File: src/rtl/demux_16_buf.sv
// Buffered 1-to-16 demux: one holding register per lane, word visible the cycle after push.
// in_ready drops only when the selected lane is full and not draining; lanes stall independently.
module demux_16_buf #(
  parameter int DATA_WIDTH = 32
) (
  input  logic                     clock,
  input  logic                     reset,
  input  logic                     in_valid,
  output logic                     in_ready,
  input  logic [3:0]               in_select,
  input  logic [DATA_WIDTH-1:0]    in_data,
  output logic [15:0]              out_valid,
  input  logic [15:0]              out_ready,
  output logic [16*DATA_WIDTH-1:0] out_data,
  output logic [4:0]               occupancy
);

  logic [15:0]           full_q, full_d;
  logic [DATA_WIDTH-1:0] buf_q [16];
  logic [DATA_WIDTH-1:0] buf_d [16];
  logic [4:0]            occ_q, occ_d;
  logic                  push;

  // Pass-through: a full lane that is being popped can accept a new word in the same cycle.
  assign in_ready = ~full_q[in_select] | out_ready[in_select];
  assign push     = in_valid & in_ready;

  always_comb begin
    full_d = full_q;
    occ_d  = '0;
    for (int k = 0; k < 16; k++) begin
      buf_d[k] = buf_q[k];
      if (push && (in_select == 4'(k))) begin
        buf_d[k]  = in_data;
        full_d[k] = 1'b1;
      end else if (full_q[k] && out_ready[k]) begin
        full_d[k] = 1'b0;
      end
    end
    for (int k = 0; k < 16; k++) begin
      occ_d = occ_d + {4'b0000, full_d[k]};
    end
  end

  always_ff @(posedge clock) begin
    if (reset) begin
      full_q <= '0;
      occ_q  <= '0;
      for (int k = 0; k < 16; k++) begin
        buf_q[k] <= '0;
      end
    end else begin
      full_q <= full_d;
      occ_q  <= occ_d;
      for (int k = 0; k < 16; k++) begin
        buf_q[k] <= buf_d[k];
      end
    end
  end

  always_comb begin
    for (int k = 0; k < 16; k++) begin
      out_data[k*DATA_WIDTH +: DATA_WIDTH] = buf_q[k];
    end
  end

  assign out_valid = full_q;
  assign occupancy = occ_q;

endmodule
File: config.mk
export PLATFORM = sky130hd
export DESIGN_NAME = demux_16_buf
export DESIGN_NICKNAME = d
export VERILOG_FILES = /design/src/rtl/demux_16_buf.sv
export SDC_FILE = /design/constraint.sdc
export NUM_CORES = 1
export LEC_CHECK = 0
export ABC_AREA = 1
export CORE_MARGIN = 2
export CORE_UTILIZATION = 50
export DETAILED_ROUTE_END_ITERATION = 16
export GPL_TIMING_DRIVEN = 0
export HOLD_SLACK_MARGIN = 0.12
export PLACE_DENSITY = 0.83
export SYNTH_ARGS = -nofsm -noshare
export SYNTH_HDL_FRONTEND = slang
export SYNTH_SLANG_ARGS = --single-unit
File: constraint.sdc
create_clock -name clock -period 7.45 [get_ports clock]
set_input_delay 2.235 -clock clock [delete_from_list [all_inputs] [get_ports clock]]
set_output_delay 2.235 -clock clock [all_outputs]
set_load 0.1 [all_outputs]
==> impl_metrics.toml <==
[power]
leakage_nw = 16.4
powerDensity_nw_per_um2 = 205
p_total_mw = 7.19
ir_worst_vdd_uv = 176

[placement]
port_buffers = 587
dpl.cell_count = 5470
place.gp.congestion = 0.933
pre_cts_slack_ns = -0.739
place_area_um2 = 33200
dpl.hpwl_um = 76900

[yosys]
syn_area_um2 = 26400
yosysWarnings = 0
synth_cells = 4195
ys_seq_elements = 533
avgSynthCellArea_um2 = 6.30
synthDistinctLibCells = 21
ys_seq_area_frac = 0.404
syn_nets = 4265

[global_route]
overflow = 0
antenna_found_initial = 3
grt_max_degree = 16
grtUsageTotal = 0.379
grt_pass1_vias = 25600
grt_pass1_wl_um = 155000

[detailed_routing]
vias_per_cell = 5.13
dr.pass1.iters = 7
wire_per_inst_um = 19.3
drt_iter0_drc = 3013
totalWireLength_um = 108000
num_vias = 28600
drc = 0
ant_nets = 0

[floorplan]
placeableCoreArea_um2 = 52400
die-width_um = 234
die_area_um2 = 54700
rows = 84
start_util = 0.504
die_y_um = 234
design.portCount = 589

[timing]
tightest_slew_ns = 1.36
drv_slew = 0
post-route-min-period_ns = 7.23
setup_viol_count_final = 0
fin_ws_ns = 0.215
fin_crit_sh = 0.971
finalHoldViolations = 0
finClkSkew_ns = 0.0343
tns_ns = 0
rsz0062_at_grt = "false"
timing.fmax_mhz = 138
maxSlewHeadroom = 0.0938
timing.hold.ws_ns = 0.507

[setup_path]
timing.critical_path.buf_inv = 6
cp_common_cell = "fa_1"
critPathRequiredTime_ns = 7.93
crit_start = "in_select[1]"
start_kind = "input port"
crit_fanout = 10
max_stage_delay_ns = 0.57
cp_cell_sequence = "clkdlybuf4s50_1 -> clkbuf_1 -> nand2_1 -> nor2_2 -> nand3_2 -> nand2_1 -> inv_1 -> fa_1 -> inv_1 -> fa_1 -> fa_1 -> inv_1 -> fa_1 -> inv_1 -> ha_1 -> fa_1 -> a21oi_1 -> nor3_1"
reg2reg_from = "out_valid[11]$_SDFF_PP0_"
crit_type = "in2reg"
arrival_ns = 7.72
crit_slowest_cell = "nor2_2"
crit_family = "adder cells"
endpoint_kind = "flop"

[final_layout]
layout.cells.non_filler = 5577
finalInstanceArea_um2 = 35100
fin_nets = 4911
finish.utilization = 0.670
area_growth_pct = 32.9
fillers = 4457
drive_gt1_frac = 0.0456

[clock_network]
ctsRootBufferMaster = "clkbuf_16"
cts_hold_buf = 0
cts.path.max_buffers = 3
post_cts.repair.setup_buffers = 0
cts_resized = 3
htreeDepth = 2
numCtsBuffers = 57
path_clk_slew_ns = 0.06
clk-insertion-delay-late_ns = 0.65
cts.sinks = 533
cts_tree = "built"

[worst_hold_path]
hp-start = "buf_q[1][250]$_SDFFE_PP0P_"
hold_path.class = "reg2reg"

[run]
max_cap_viol_count = 0

[run_status]
status = "completed"
==> tightest hold or removal path, cell delays in order, from the launching register on <==
cell and delay [ns]:
dfxtp_1 0.31, inv_1 0.04, nand2_1 0.04, inv_1 0.04, nor2_1 0.03
==> per-layer routing <==
| layer | GRT usage | wire [um] |
|---|---|---|
| met1 | 0.450 | 39000 |
| met2 | 0.597 | 46900 |
| met3 | 0.111 | 13400 |
| met4 | 0.250 | 8450 |
| met5 | 0 | 13 |
==> kinds of logic (layout without fill, tap and decap cells) <==
family | count (synthesis) | after routing | synth area share
simple gates | 2215 | 2215 | 0.366
fa+ha+maj | 15 | 15 | 0.00994
buf+inv | 1417 | 2110 | 0.218
compound gates | 15 | 15 | 0.00293
flops | 533 | 533 | 0.404
other cells | 0 | 1 | 0
==> power by group <==
part           internal (mW)  total (mW)  switching (mW)
Sequential              2.92        2.96          0.0453
Clock                   1.74        3.00            1.26
Combinational          0.273        1.23           0.956
==> cells in the mapped netlist, drive strengths merged <==
cell | instances | area [um2]
fa | 10 | 200
a21o | 1 | 7.51
inv | 1108 | 4160
o21ai | 5 | 25.0
a21oi | 9 | 45.0
nand4 | 512 | 3200
nor3 | 1 | 5.00
dfxtp | 533 | 10700
nand3 | 16 | 135
clkinv | 2 | 7.51
clkbuf | 128 | 480
nand2 | 1142 | 4290
ha | 5 | 62.6
buf | 179 | 1100
nor2 | 544 | 2040
==> area by class of cell <==
cell class,count,area [um2],share of cell area
Clock inverter,24,299,0.00851
Sequential cell,533,10700,0.304
Multi-Input combinational cell,2245,10000,0.286
Timing Repair Buffer,587,5870,0.167
Tap cell,688,861,0.0245
Inverter,1110,4170,0.119
Buffer,307,1590,0.0451
Clock buffer,82,1640,0.0467
Antenna cell,1,2.50,0.0000712
==> sequential cells by signal, summed over array words and instances, names as in the netlist <==
name	flops
occupancy	5
buf_q	512
out_valid	16
==> final timing paths <==
path                                      to  slack, ns  depth (start not counted)
hold reg to reg   buf_q[1][250]$_SDFFE_PP0P_       0.51                          4
setup reg to reg     occupancy[4]$_SDFF_PP0_       2.47                         24
setup / recovery     occupancy[4]$_SDFF_PP0_       0.22                         18
hold / removal    buf_q[1][250]$_SDFFE_PP0P_       0.51                          4
==> layout by cell type (no fill, tap or decap), drive strengths merged <==
master and n:
a21o 1, a21oi 9, buf 179, bufinv 6
clkbuf 211, clkdlybuf4s50 586, clkinv 18, clkinvlp 1
dfxtp 533, diode 1, fa 10, ha 5
inv 1109, nand2 1142, nand3 16, nand4 512
nor2 544, nor3 1, o21ai 5
(Power assumes the default switching activity.)
